<file path="src/rtl/score_keeper_if.sv">
// Line-clear event handshake between game logic and the score keeper.
//   clr_valid : event valid (game logic -> score keeper)
//   clr_lines : lines cleared by the event, legal 1..4
//   clr_ready : score keeper can accept an event
interface score_keeper_if;
    logic       clr_valid;
    logic [2:0] clr_lines;
    logic       clr_ready;

    modport master (
        output clr_valid,
        output clr_lines,
        input  clr_ready
    );

    modport slave (
        input  clr_valid,
        input  clr_lines,
        output clr_ready
    );
endinterface

</file>
<file path="src/rtl/score_keeper.sv">
// Tetris score / level / lines bookkeeping.
// Points for an event are base(lines) * (level+1), built by level+1 saturating adds.
// Ports:
//   clk      : system clock
//   rst_n    : asynchronous active-low reset
//   new_game : synchronous clear, wins over any event in flight
//   clr      : line-clear event handshake (slave side)
//   score    : current score, saturating, feeds the display driver
//   level    : current level, 0..MAX_LEVEL
//   lines    : total lines cleared, saturating
module score_keeper #(
    parameter int unsigned SCORE_W     = 16,
    parameter int unsigned LEVEL_LINES = 10,
    parameter int unsigned MAX_LEVEL   = 9
) (
    input  logic               clk,
    input  logic               rst_n,
    input  logic               new_game,
    score_keeper_if.slave      clr,
    output logic [SCORE_W-1:0] score,
    output logic [3:0]         level,
    output logic [SCORE_W-1:0] lines
);

    // Wide enough for lines_in_level + 4 without overflow.
    localparam int unsigned LilW = $clog2(LEVEL_LINES + 4);
    localparam logic [SCORE_W-1:0] ScoreMax = '1;

    typedef enum logic [1:0] {StIdle, StAccum, StLvlUpd} state_e;

    state_e             state_q, state_d;
    logic [SCORE_W-1:0] score_q, score_d;
    logic [SCORE_W-1:0] lines_q, lines_d;
    logic [3:0]         level_q, level_d;
    logic [LilW-1:0]    lil_q, lil_d;
    logic [10:0]        base_q, base_d;
    logic [2:0]         nlines_q, nlines_d;
    logic [3:0]         cnt_q, cnt_d;

    logic [10:0]        base_lut;
    logic [SCORE_W:0]   score_sum;
    logic [SCORE_W:0]   lines_sum;
    logic [LilW-1:0]    lil_sum;

    // A zero base marks an illegal line count; such events are consumed and dropped.
    always_comb begin
        base_lut = 11'd0;
        unique case (clr.clr_lines)
            3'd1:    base_lut = 11'd40;
            3'd2:    base_lut = 11'd100;
            3'd3:    base_lut = 11'd300;
            3'd4:    base_lut = 11'd1200;
            default: base_lut = 11'd0;
        endcase
    end

    assign score_sum = {1'b0, score_q} + (SCORE_W+1)'(base_q);
    assign lines_sum = {1'b0, lines_q} + (SCORE_W+1)'(nlines_q);
    assign lil_sum   = lil_q + LilW'(nlines_q);

    always_comb begin
        state_d  = state_q;
        score_d  = score_q;
        lines_d  = lines_q;
        level_d  = level_q;
        lil_d    = lil_q;
        base_d   = base_q;
        nlines_d = nlines_q;
        cnt_d    = cnt_q;

        unique case (state_q)
            StIdle: begin
                if (clr.clr_valid && (base_lut != 11'd0)) begin
                    base_d   = base_lut;
                    nlines_d = clr.clr_lines;
                    cnt_d    = level_q;
                    state_d  = StAccum;
                end
            end
            StAccum: begin
                score_d = score_sum[SCORE_W] ? ScoreMax : score_sum[SCORE_W-1:0];
                if (cnt_q == 4'd0) begin
                    state_d = StLvlUpd;
                end else begin
                    cnt_d = cnt_q - 4'd1;
                end
            end
            StLvlUpd: begin
                lines_d = lines_sum[SCORE_W] ? ScoreMax : lines_sum[SCORE_W-1:0];
                if (lil_sum >= LilW'(LEVEL_LINES)) begin
                    lil_d = lil_sum - LilW'(LEVEL_LINES);
                    if (level_q < 4'(MAX_LEVEL)) begin
                        level_d = level_q + 4'd1;
                    end
                end else begin
                    lil_d = lil_sum;
                end
                state_d = StIdle;
            end
            default: state_d = StIdle;
        endcase

        // new_game overrides everything, including a concurrent accept.
        if (new_game) begin
            state_d = StIdle;
            score_d = '0;
            lines_d = '0;
            level_d = '0;
            lil_d   = '0;
        end
    end

    always_ff @(posedge clk or negedge rst_n) begin
        if (!rst_n) begin
            state_q  <= StIdle;
            score_q  <= '0;
            lines_q  <= '0;
            level_q  <= '0;
            lil_q    <= '0;
            base_q   <= '0;
            nlines_q <= '0;
            cnt_q    <= '0;
        end else begin
            state_q  <= state_d;
            score_q  <= score_d;
            lines_q  <= lines_d;
            level_q  <= level_d;
            lil_q    <= lil_d;
            base_q   <= base_d;
            nlines_q <= nlines_d;
            cnt_q    <= cnt_d;
        end
    end

    assign clr.clr_ready = (state_q == StIdle);
    assign score         = score_q;
    assign level         = level_q;
    assign lines         = lines_q;

endmodule

</file>
<file path="src/flat_wrapper.sv">
// flat-port wrapper written by rule: the top's interface ports become plain ports
module score_keeper_flat 
#(
    parameter int unsigned SCORE_W     = 16,
    parameter int unsigned LEVEL_LINES = 10,
    parameter int unsigned MAX_LEVEL   = 9
)
  (clk, rst_n, new_game, score, level, lines, clr_clr_valid, clr_clr_lines, clr_clr_ready);
  score_keeper_if clr_i ();
  input  logic clk;
  input  logic rst_n;
  input  logic new_game;
  output logic [SCORE_W-1:0] score;
  output logic [3:0] level;
  output logic [SCORE_W-1:0] lines;
  input wire logic [$bits(clr_i.clr_valid)-1:0] clr_clr_valid;
  input wire logic [$bits(clr_i.clr_lines)-1:0] clr_clr_lines;
  output wire logic [$bits(clr_i.clr_ready)-1:0] clr_clr_ready;
  assign clr_i.clr_valid = clr_clr_valid;
  assign clr_i.clr_lines = clr_clr_lines;
  assign clr_clr_ready = clr_i.clr_ready;
  score_keeper #(.SCORE_W(SCORE_W), .LEVEL_LINES(LEVEL_LINES), .MAX_LEVEL(MAX_LEVEL)) u_core (.clk(clk), .rst_n(rst_n), .new_game(new_game), .clr(clr_i), .score(score), .level(level), .lines(lines));
endmodule
</file>
<file path="config.mk">
export PLATFORM = sky130hd
export DESIGN_NAME = score_keeper_flat
export DESIGN_NICKNAME = d
export VERILOG_FILES = /design/src/rtl/score_keeper_if.sv /design/src/rtl/score_keeper.sv /design/src/flat_wrapper.sv
export SDC_FILE = /design/constraint.sdc
export NUM_CORES = 1
export LEC_CHECK = 0
export CAP_MARGIN = 40
export CORE_MARGIN = 3
export CORE_UTILIZATION = 50
export CTS_BUF_LIST = sky130_fd_sc_hd__clkbuf_8 sky130_fd_sc_hd__clkbuf_16
export DETAILED_ROUTE_END_ITERATION = 10
export PLACE_DENSITY_LB_ADDON = 0.08
export SLEW_MARGIN = 10
export SYNTH_ARGS = -nofsm -noshare
export SYNTH_HDL_FRONTEND = slang
export SYNTH_SLANG_ARGS = --single-unit
</file>
<file path="constraint.sdc">
create_clock -name clk -period 2 [get_ports clk]
set_clock_uncertainty 0.1 [all_clocks]
set_input_delay 0.2 -clock clk [delete_from_list [all_inputs] [get_ports clk]]
set_output_delay 0.2 -clock clk [all_outputs]
set_load 0.03 [all_outputs]
</file>
; Word-level counts from Yosys, hierarchy flattened
; Index checks and enable logic that the tools add are counted.
[word_totals]
register_bits = 60
in_bits = 7
elab_cells = 60
[classes]
n_addsub = 6
order_cmp = 2
n_eq_ne = 10
muxes = 21
n_reduce_logical = 13
[op_table]
columns = op, n
row1 = $mux 16, 6
row2 = $pmux 11 s4, 1
row3 = $mux 4, 9
row4 = $add 16x11->17, 1
row5 = $add 16x3->17, 1
row6 = $reduce_bool 11->1, 1
row7 = $reduce_bool 2->1, 5
row8 = $pmux 4 s2, 1
row9 = $eq 3x2->1 const B, 2
row10 = $mux 2, 3
row11 = $ne 3x2->1 const B, 2
row12 = $reduce_and 3->1, 2
row13 = $add 4x1->4 const B, 1
row14 = $add 4x3->4, 1
row15 = $ge 4x4->1 const B, 1
row16 = $logic_not 4->1, 1
row17 = $lt 4x4->1 const B, 1
row18 = $pmux 2 s2, 1
row19 = $reduce_and 2->1, 2
row20 = $sub 4x1->4 const B, 1
row21 = $sub 4x4->4 const B, 1
row22 = $eq 3x1->1 const B, 1
row23 = $eq 3x3->1 const B, 1
row24 = $eq 2x1->1 const B, 1
row25 = other kinds (5), 5

; Logic depth before layout (Yosys ltp)
; Gate-level depths: netlist of the first run.
[depth]
ltp_word = 7
ltp_mapped = 9
mapped_depth_nobuf = 8

; Least setup slack after synthesis of the first run
; OpenSTA, ideal clock, no wires.
[synth_path]
path_kind = flip-flop to flip-flop
start = reg u_core.score_q[2], in the netlist u_core.score[2]
end = reg u_core.score_q[10], in the netlist u_core.score[10]
arrival_time_ns = 2.169
t_required_ns = 1.784
path_slack_ns = -0.385
stages_incl_launch_ff = 9
n_path_buf = 0
period_less_slack_ns = 2.385
path_cell_list = dfrtp_1 ha_1 fa_1 a211oi_1 o21ai_2 a21oi_1 nor2b_1 xnor2_1 o311ai_0
[synth_between]
elab_chain_cells = 4
[synth_lines]
columns = item, line_no
row1 = from (decl), score_keeper.sv:32  ; logic [SCORE_W-1:0] score_q, score_d;
row2 = from (signal assigned), score_keeper.sv:125  ; score_q <= score_d;
row3 = $add 16x11->17, score_keeper.sv:57  ; assign score_sum = {1'b0, score_q} + (SCORE_W+1)'(base_q);
row4 = $mux 16, score_keeper.sv:81  ; score_d = score_sum[SCORE_W] ? ScoreMax : score_sum[SCORE_W-1:0];
row5 = $mux 16, score_keeper.sv:71  ; unique case (state_q)
row6 = $mux 16, score_keeper.sv:104  ; if (new_game) begin
; No other way between the ends. The select of a mux whose other input is x is not followed.
; A chain may end at the register's enable or synchronous reset.

; Worst setup path in the final report of the first run
[layout_path]
start = reg u_core.nlines_q[0]
end = reg u_core.level_q[2], in the netlist u_core.level[2]
[layout_between]
elab_chain_cells = 4
[layout_lines]
columns = item, line_no
row1 = from (decl), score_keeper.sv:37  ; logic [2:0] nlines_q, nlines_d;
row2 = from (signal assigned), score_keeper.sv:130  ; nlines_q <= nlines_d;
row3 = $add 4x3->4, score_keeper.sv:59  ; assign lil_sum = lil_q + LilW'(nlines_q);
row4 = $ge 4x4->1, score_keeper.sv:90  ; if (lil_sum >= LilW'(LEVEL_LINES)) begin
row5 = $reduce_bool 2->1 (no source line), --
row6 = $reduce_and 3->1 (no source line), --
row7 = to (signal assigned), score_keeper.sv:127  ; level_q <= level_d;
row8 = to (decl), score_keeper.sv:34  ; logic [3:0] level_q, level_d;
; No other way between the ends.

==> flow_summary.ini, run 1 <==
[power]
ir_drop_mv = 0.5728
power.leakage_uw = 0.001880
power_density_mw_per_mm2 = 743.6

[placed_design]
pre_cts_ws_ns = -0.1401
io_buffers = 43
dpl.hpwl_um = 5491
gp_congestion = 0.8918
dp_cells = 479

[final_layout]
drive_above_1_share_pct = 28.54
final_common_cell = dfrtp_1
multiInputGateArea_sq_mm = 0.002001
areaGrowthSynthToFinish_pct = 38.59
utilization_pct = 73.25
n_fill_cell = 447
final_cell_mix = 47 x dfrtp_1, 44 x buf_4, 42 x clkdlybuf4s50_1
seqCellArea_sq_mm = 0.001360
nets = 451
layout.cells.non_filler = 499
diodes = 0

[die]
die_w_um = 86.04
rows = 28
ios = 44
dieArea_sq_mm = 0.007403
die_y_um = 86.04
initial_core_util_pct = 52.85
core_sq_mm = 0.006061

[sta]
max_freq_mhz = 475.4
finalCritPeriodShare_pct = 105.2
whs_ns = 0.3437
postLayoutSetupSlackWorst_ns = -0.1035
setup_violations = 15
worstMarginPinSlew_ns = 0.6661
setup_tns_ns = -0.5820
rsz0062_at_grt = yes
finalHoldViolations = 0
drv_slew = 0
fin_crit_ns = 2.103
maxSlewHeadroom_pct = 55.59

[synth]
avgSynthCellArea_sq_um = 9.505
ys_ff_latch = 54
synth_cells = 337
synth_area_sq_mm = 0.003203
synth_nets = 365
ys_warn_count = 0
ys_types = 48
synth-seq-area-share_pct = 42.19

[global_routing]
antenna_found_initial = 0
grt_overflow_total = 0
first_global_vias = 2807
grt_pass1_wl_um = 13070
grt_max_degree = 29
grt.total_usage_pct = 21.87

[setup_path]
setup.worst_path.class = flop to flop
worstSetupEndpointType = flop
worstPathRequired_ns = 2.09
cp.arrival_ns = 2.19
cp_max_fo = 3
start_kind = flop

[routing]
wl_per_cell_um = 15.21
routed_wl_um = 7590
detail-route-antenna-nets = 0
vias = 2798
drcViolationCount = 0
dr.pass1.iters = 4
initialDrtViolationCount = 152
via_per_inst = 5.607

[clock_network]
cts_tree = built
clk_pin_slew_worst_paths_ns = 0.10
cts_sinks = 54
cts_made_buffers = 5
clock_tree.root_cell = clkbuf_8
cts_buffer_depth = 2
insertion_delay_ns = 0.31
htreeDepth = 2

[run_status]
violations = setup timing
status = finished with violations

[hold_path]
hp-class = primary input to async pin

[flow_run]
drv_cap = 0
[cell type report]
class / instances / share of cell area (%)
Clock buffer: 5 / 1.550
Clock inverter: 3 / 0.9301
Inverter: 8 / 0.7328
Multi-Input combinational cell: 260 / 45.07
Sequential cell: 54 / 30.64
Tap cell: 75 / 2.114
Timing Repair Buffer: 94 / 18.97
[cells in the mapped netlist, drive strengths merged]
master | count | area [sq um]
a21o | 6 | 45.04
nor2 | 39 | 153.9
o22ai | 2 | 12.51
a211oi | 6 | 60.06
nand3b | 2 | 15.01
o211ai | 3 | 22.52
nor4 | 1 | 6.260
and3 | 8 | 55.05
and2 | 1 | 8.760
o21ai | 23 | 118.9
mux2 | 6 | 67.56
nand4 | 6 | 37.54
nor3 | 18 | 95.09
a311oi | 2 | 17.52
dfrtp | 54 | 1351
xnor2 | 8 | 70.07
o31ai | 3 | 22.52
xor2 | 11 | 96.34
o311ai | 1 | 8.760
nor3b | 2 | 15.01
a21oi | 29 | 152.7
nor2b | 3 | 18.77
nand2b | 5 | 31.28
nand2 | 24 | 90.09
inv | 8 | 30.03
ha | 18 | 225.2
a31oi | 5 | 31.28
and3b | 2 | 17.52
mux2i | 6 | 60.06
buf | 6 | 45.04
clkbuf | 9 | 35.03
a221o | 1 | 10.01
fa | 3 | 60.06
a221oi | 1 | 15.01
and4 | 1 | 8.760
a2111oi | 1 | 15.01
nand3 | 13 | 77.58
[where the power goes]
group | total, uW | switching, uW | leakage, uW | internal, uW
combinational | 1210 | 619 | 0.00111 | 590
sequential | 1360 | 148 | 0.000716 | 1210
clock | 731 | 362 | 0.0000556 | 369
total | 3300 | 1130 | 0.00188 | 2170
[worst max-delay path: stages (launching register included)]
cell and delay [ns]:
dfrtp_1 0.43, ha_2 0.22, fa_2 0.56, inv_4 0.06, a221oi_4 0.30, nand3_1 0.13
xor2_1 0.15, nor2_1 0.05
[what timing repair did]
action                     CTS  global route
hold buffers                 1             0
hold endpoints to repair    26             0
resized for setup           15            24
pin swaps                   19            14
setup endpoints to repair   22            31
buffers inserted             5             7
[final timing paths]
check / cells past startpoint / slack [ns] / start / endpoint
max: 7 / -0.10 / u_core.nlines_q[0]$_DFFE_PN0P_ / u_core.level[2]$_DFFE_PN0P_
min: 2 / 0.34 / rst_n / u_core.score[0]$_DFFE_PN0P_
max reg2reg: 7 / -0.10 / u_core.nlines_q[0]$_DFFE_PN0P_ / u_core.level[2]$_DFFE_PN0P_
min reg2reg: 2 / 0.42 / u_core.base_q[8]$_DFFE_PN0P_ / u_core.base_q[8]$_DFFE_PN0P_
max in group asynchronous: 3 / 0.84 / rst_n / u_core.score[3]$_DFFE_PN0P_
min in group clk: 2 / 0.42 / u_core.base_q[8]$_DFFE_PN0P_ / u_core.base_q[8]$_DFFE_PN0P_
[kinds of logic after synthesis]
kind of cell / share of synthesized area [%]
simple gates: 19.69
compound gates: 16.60
flops: 42.19
buf+inv: 3.437
fa+ha+maj: 8.906
xor+xnor: 5.195
mux: 3.984
[registers in the layout, indices dropped and copies added (netlist names)]
register and cells:
u_core.lil_q 4, u_core.level 4, u_core.lines 16, u_core.score 15, u_core.cnt_q 4, u_core.state_q 2
u_core.base_q 6, u_core.nlines_q 3
[layer usage]
metal  global-route usage, %  wire [um]
met2                   35.18       3679
met1                   30.41       3561
met4                   6.331         63
met5                       0          0
met3                   3.650        286
[stage by stage]
stage	total power, uW	cell area, sq um
after global routing	3518	4439
final	3301	4439
after detailed placement	2428	4055
after CTS	3267	4290
after global placement	2397	4055
after floorplan	2065	3319
Power figures use the tool's default switching activity.
==> run 2, diff against run 1 <==
--- a/config.mk
+++ b/config.mk
@@ -8,2 +8,3 @@
 export CAP_MARGIN = 40
+export CORE_ASPECT_RATIO = 1.75
 export CORE_MARGIN = 3
==> constraint.sdc (replaced) <==
create_clock -name clk -period 1.7 [get_ports clk]
set_clock_uncertainty 0.1 [all_clocks]
set_input_delay 0.17 -clock clk [delete_from_list [all_inputs] [get_ports clk]]
set_output_delay 0.17 -clock clk [all_outputs]
set_load 0.02 [all_outputs]
==> run 2 against run 1 <==
Compared with the run above: the run still ends with setup timing left; non-clock buffer count rose by 35; combinational power grew 35%; fmax decreased by 3.0%; hold slack worse by 0.13 ns; utilization rose by 6.2 points; final cell count grew 8.0%; sequential share of layout area fell by 3.1 points; first-iteration DRC count increased by 36%; critical path type unchanged; critical endpoint is now u_core.lines[12]$_DFFE_PN0P_; highest routed layer unchanged.
==> flow_summary.ini, run 2 (synthesis gave the netlist of run 1 again) <==
[run_status]
status = finished with violations
violations = setup timing

[hold_path]
hp-class = primary input to async pin

[global_routing]
grt_pass1_wl_um = 14170
grt_max_degree = 45
grt.total_usage_pct = 24.40
antenna_found_initial = 0
first_global_vias = 3043
grt_overflow_total = 0
use_met1_pct = 27.61
grt_busiest_layer = met2
use_met2_pct = 45.45
grt_use_met3_pct = 3.229

[sta]
maxSlewHeadroom_pct = 73.86
whs_ns = 0.2098
fin_crit_ns = 2.168
drv_slew = 0
finalCritPeriodShare_pct = 127.5
worstMarginPinSlew_ns = 0.3921
finalHoldViolations = 0
setup_tns_ns = -12.82
rsz0062_at_grt = yes
max_freq_mhz = 461.4
postLayoutSetupSlackWorst_ns = -0.4675
setup_violations = 38

[final_layout]
final_common_cell = buf_4
utilization_pct = 79.45
n_fill_cell = 389
diodes = 0
areaGrowthSynthToFinish_pct = 54.49
final_cell_mix = 65 x buf_4, 44 x dfrtp_1, 33 x nor2_1
drive_above_1_share_pct = 38.13
layout.cells.non_filler = 539
multiInputGateArea_sq_mm = 0.002156
largest_reg_flops = 16
nets = 486
seqCellArea_sq_mm = 0.001364

[clock_network]
cts_sinks = 54
htreeDepth = 2
clk_pin_slew_worst_paths_ns = 0.10
cts_tree = built
cts_made_buffers = 5
cts_buffer_depth = 2
insertion_delay_ns = 0.32
clock_tree.root_cell = clkbuf_8

[power]
power.leakage_uw = 0.002457
power_density_mw_per_mm2 = 813.8
ir_drop_mv = 0.6645

[die]
ios = 44
core_sq_mm = 0.006228
die_w_um = 66.51
dieArea_sq_mm = 0.007441
initial_core_util_pct = 51.43
die_y_um = 111.9
rows = 38

[placed_design]
gp_congestion = 0.9223
io_buffers = 43
dpl.hpwl_um = 6162
dp_cells = 518

[routing]
detail-route-antenna-nets = 0
initialDrtViolationCount = 206
drcViolationCount = 0
routed_wl_um = 9081
via_per_inst = 5.629
dr.pass1.iters = 4
wl_per_cell_um = 16.85
vias = 3034

[setup_path]
start_kind = flop
worstSetupEndpointType = flop
cp.arrival_ns = 2.28
worstPathRequired_ns = 1.81
rrSetupSlack_ns = -0.47
worst_r2r_path_depth = 8
setup.worst_path.class = flop to flop
timing.rr.start = u_core.nlines_q[0]$_DFFE_PN0P_
reg2reg_to = u_core.lines[12]$_DFFE_PN0P_
cp_max_fo = 4

[flow_run]
drv_cap = 0
-- run 2: changes by cell type in the layout (fill, tap and decap cells not counted), sizes merged --
cell	previous run	this run
dlymetal6s2s	0	16
bufinv	1	0
clkdlybuf4s50	42	11
clkinv	0	1
buf	51	86
dlygate4sd2	0	14
clkbuf	5	7
inv	9	8
-- run 2: worst max-delay path, cell delays in order (launching register included) --
cell and delay (ns):
dfrtp_2 0.46, ha_4 0.18, fa_2 0.34, a21o_1 0.22
and4_4 0.20, and2_4 0.18, and3_4 0.15, mux2i_2 0.17
nor2_1 0.07
-- run 2: power by group --
group | internal (uW) | switching (uW) | total, uW
Sequential | 1430 | 183 | 1610
Combinational | 849 | 782 | 1630
Clock | 329 | 454 | 783
-- run 2: worst max-delay path by stage --
stage / startpoint / to / slack (ns) / depth (start not counted)
global route: u_core.nlines_q[0]$_DFFE_PN0P_ / u_core.level[2]$_DFFE_PN0P_ / -0.56 / 7
finish: u_core.nlines_q[0]$_DFFE_PN0P_ / u_core.lines[12]$_DFFE_PN0P_ / -0.47 / 8
floorplan: u_core.lines[0]$_DFFE_PN0P_ / u_core.lines[12]$_DFFE_PN0P_ / -0.43 / 8
global placement: u_core.nlines_q[0]$_DFFE_PN0P_ / u_core.level[0]$_DFFE_PN0P_ / -0.40 / 7
CTS: u_core.nlines_q[0]$_DFFE_PN0P_ / u_core.level[0]$_DFFE_PN0P_ / -0.46 / 7
detailed placement: u_core.base_q[2]$_DFFE_PN0P_ / u_core.score[10]$_DFFE_PN0P_ / -0.49 / 8
-- run 2: final cells by class --
type,count,share of cell area [%]
Multi-Input combinational cell,260,43.57
Sequential cell,54,27.56
Timing Repair Buffer,129,24.27
Tap cell,80,2.023
Clock buffer,6,1.669
Inverter,8,0.6574
Clock inverter,2,0.2528
-- run 2: layer usage --
metal  part of all wire (%)  vias to the layer above
met5                      0                        -
met4                    1.8                        0
met3                    2.4                       14
met2                     57                       46
met1                     39                     1526
li1                       -                     1448
-- run 2: metrics by stage --
| step | power (uW) | setup slack (ns) | instance area, sq um |
|---|---|---|---|
| 2_1_floorplan | 2483 | -0.4324 | 3441 |
| 3_3_place_gp | 3018 | -0.4024 | 4463 |
| 3_5_place_dp | 3072 | -0.4904 | 4463 |
| 4_1_cts | 3908 | -0.4641 | 4701 |
| 5_1_grt | 4258 | -0.5584 | 4949 |
| 6_report | 4027 | -0.4675 | 4949 |
-- run 2: repair_timing --
action | 4_1_cts | 5_1_grt
setup endpoints to repair | 53 | 59
endpoints found under the hold margin | 14 | 0
setup buffers | 5 | 10
resized for setup | 40 | 51
pin swaps | 19 | 21
gates cloned | 0 | 0
hold buffers | 1 | 0
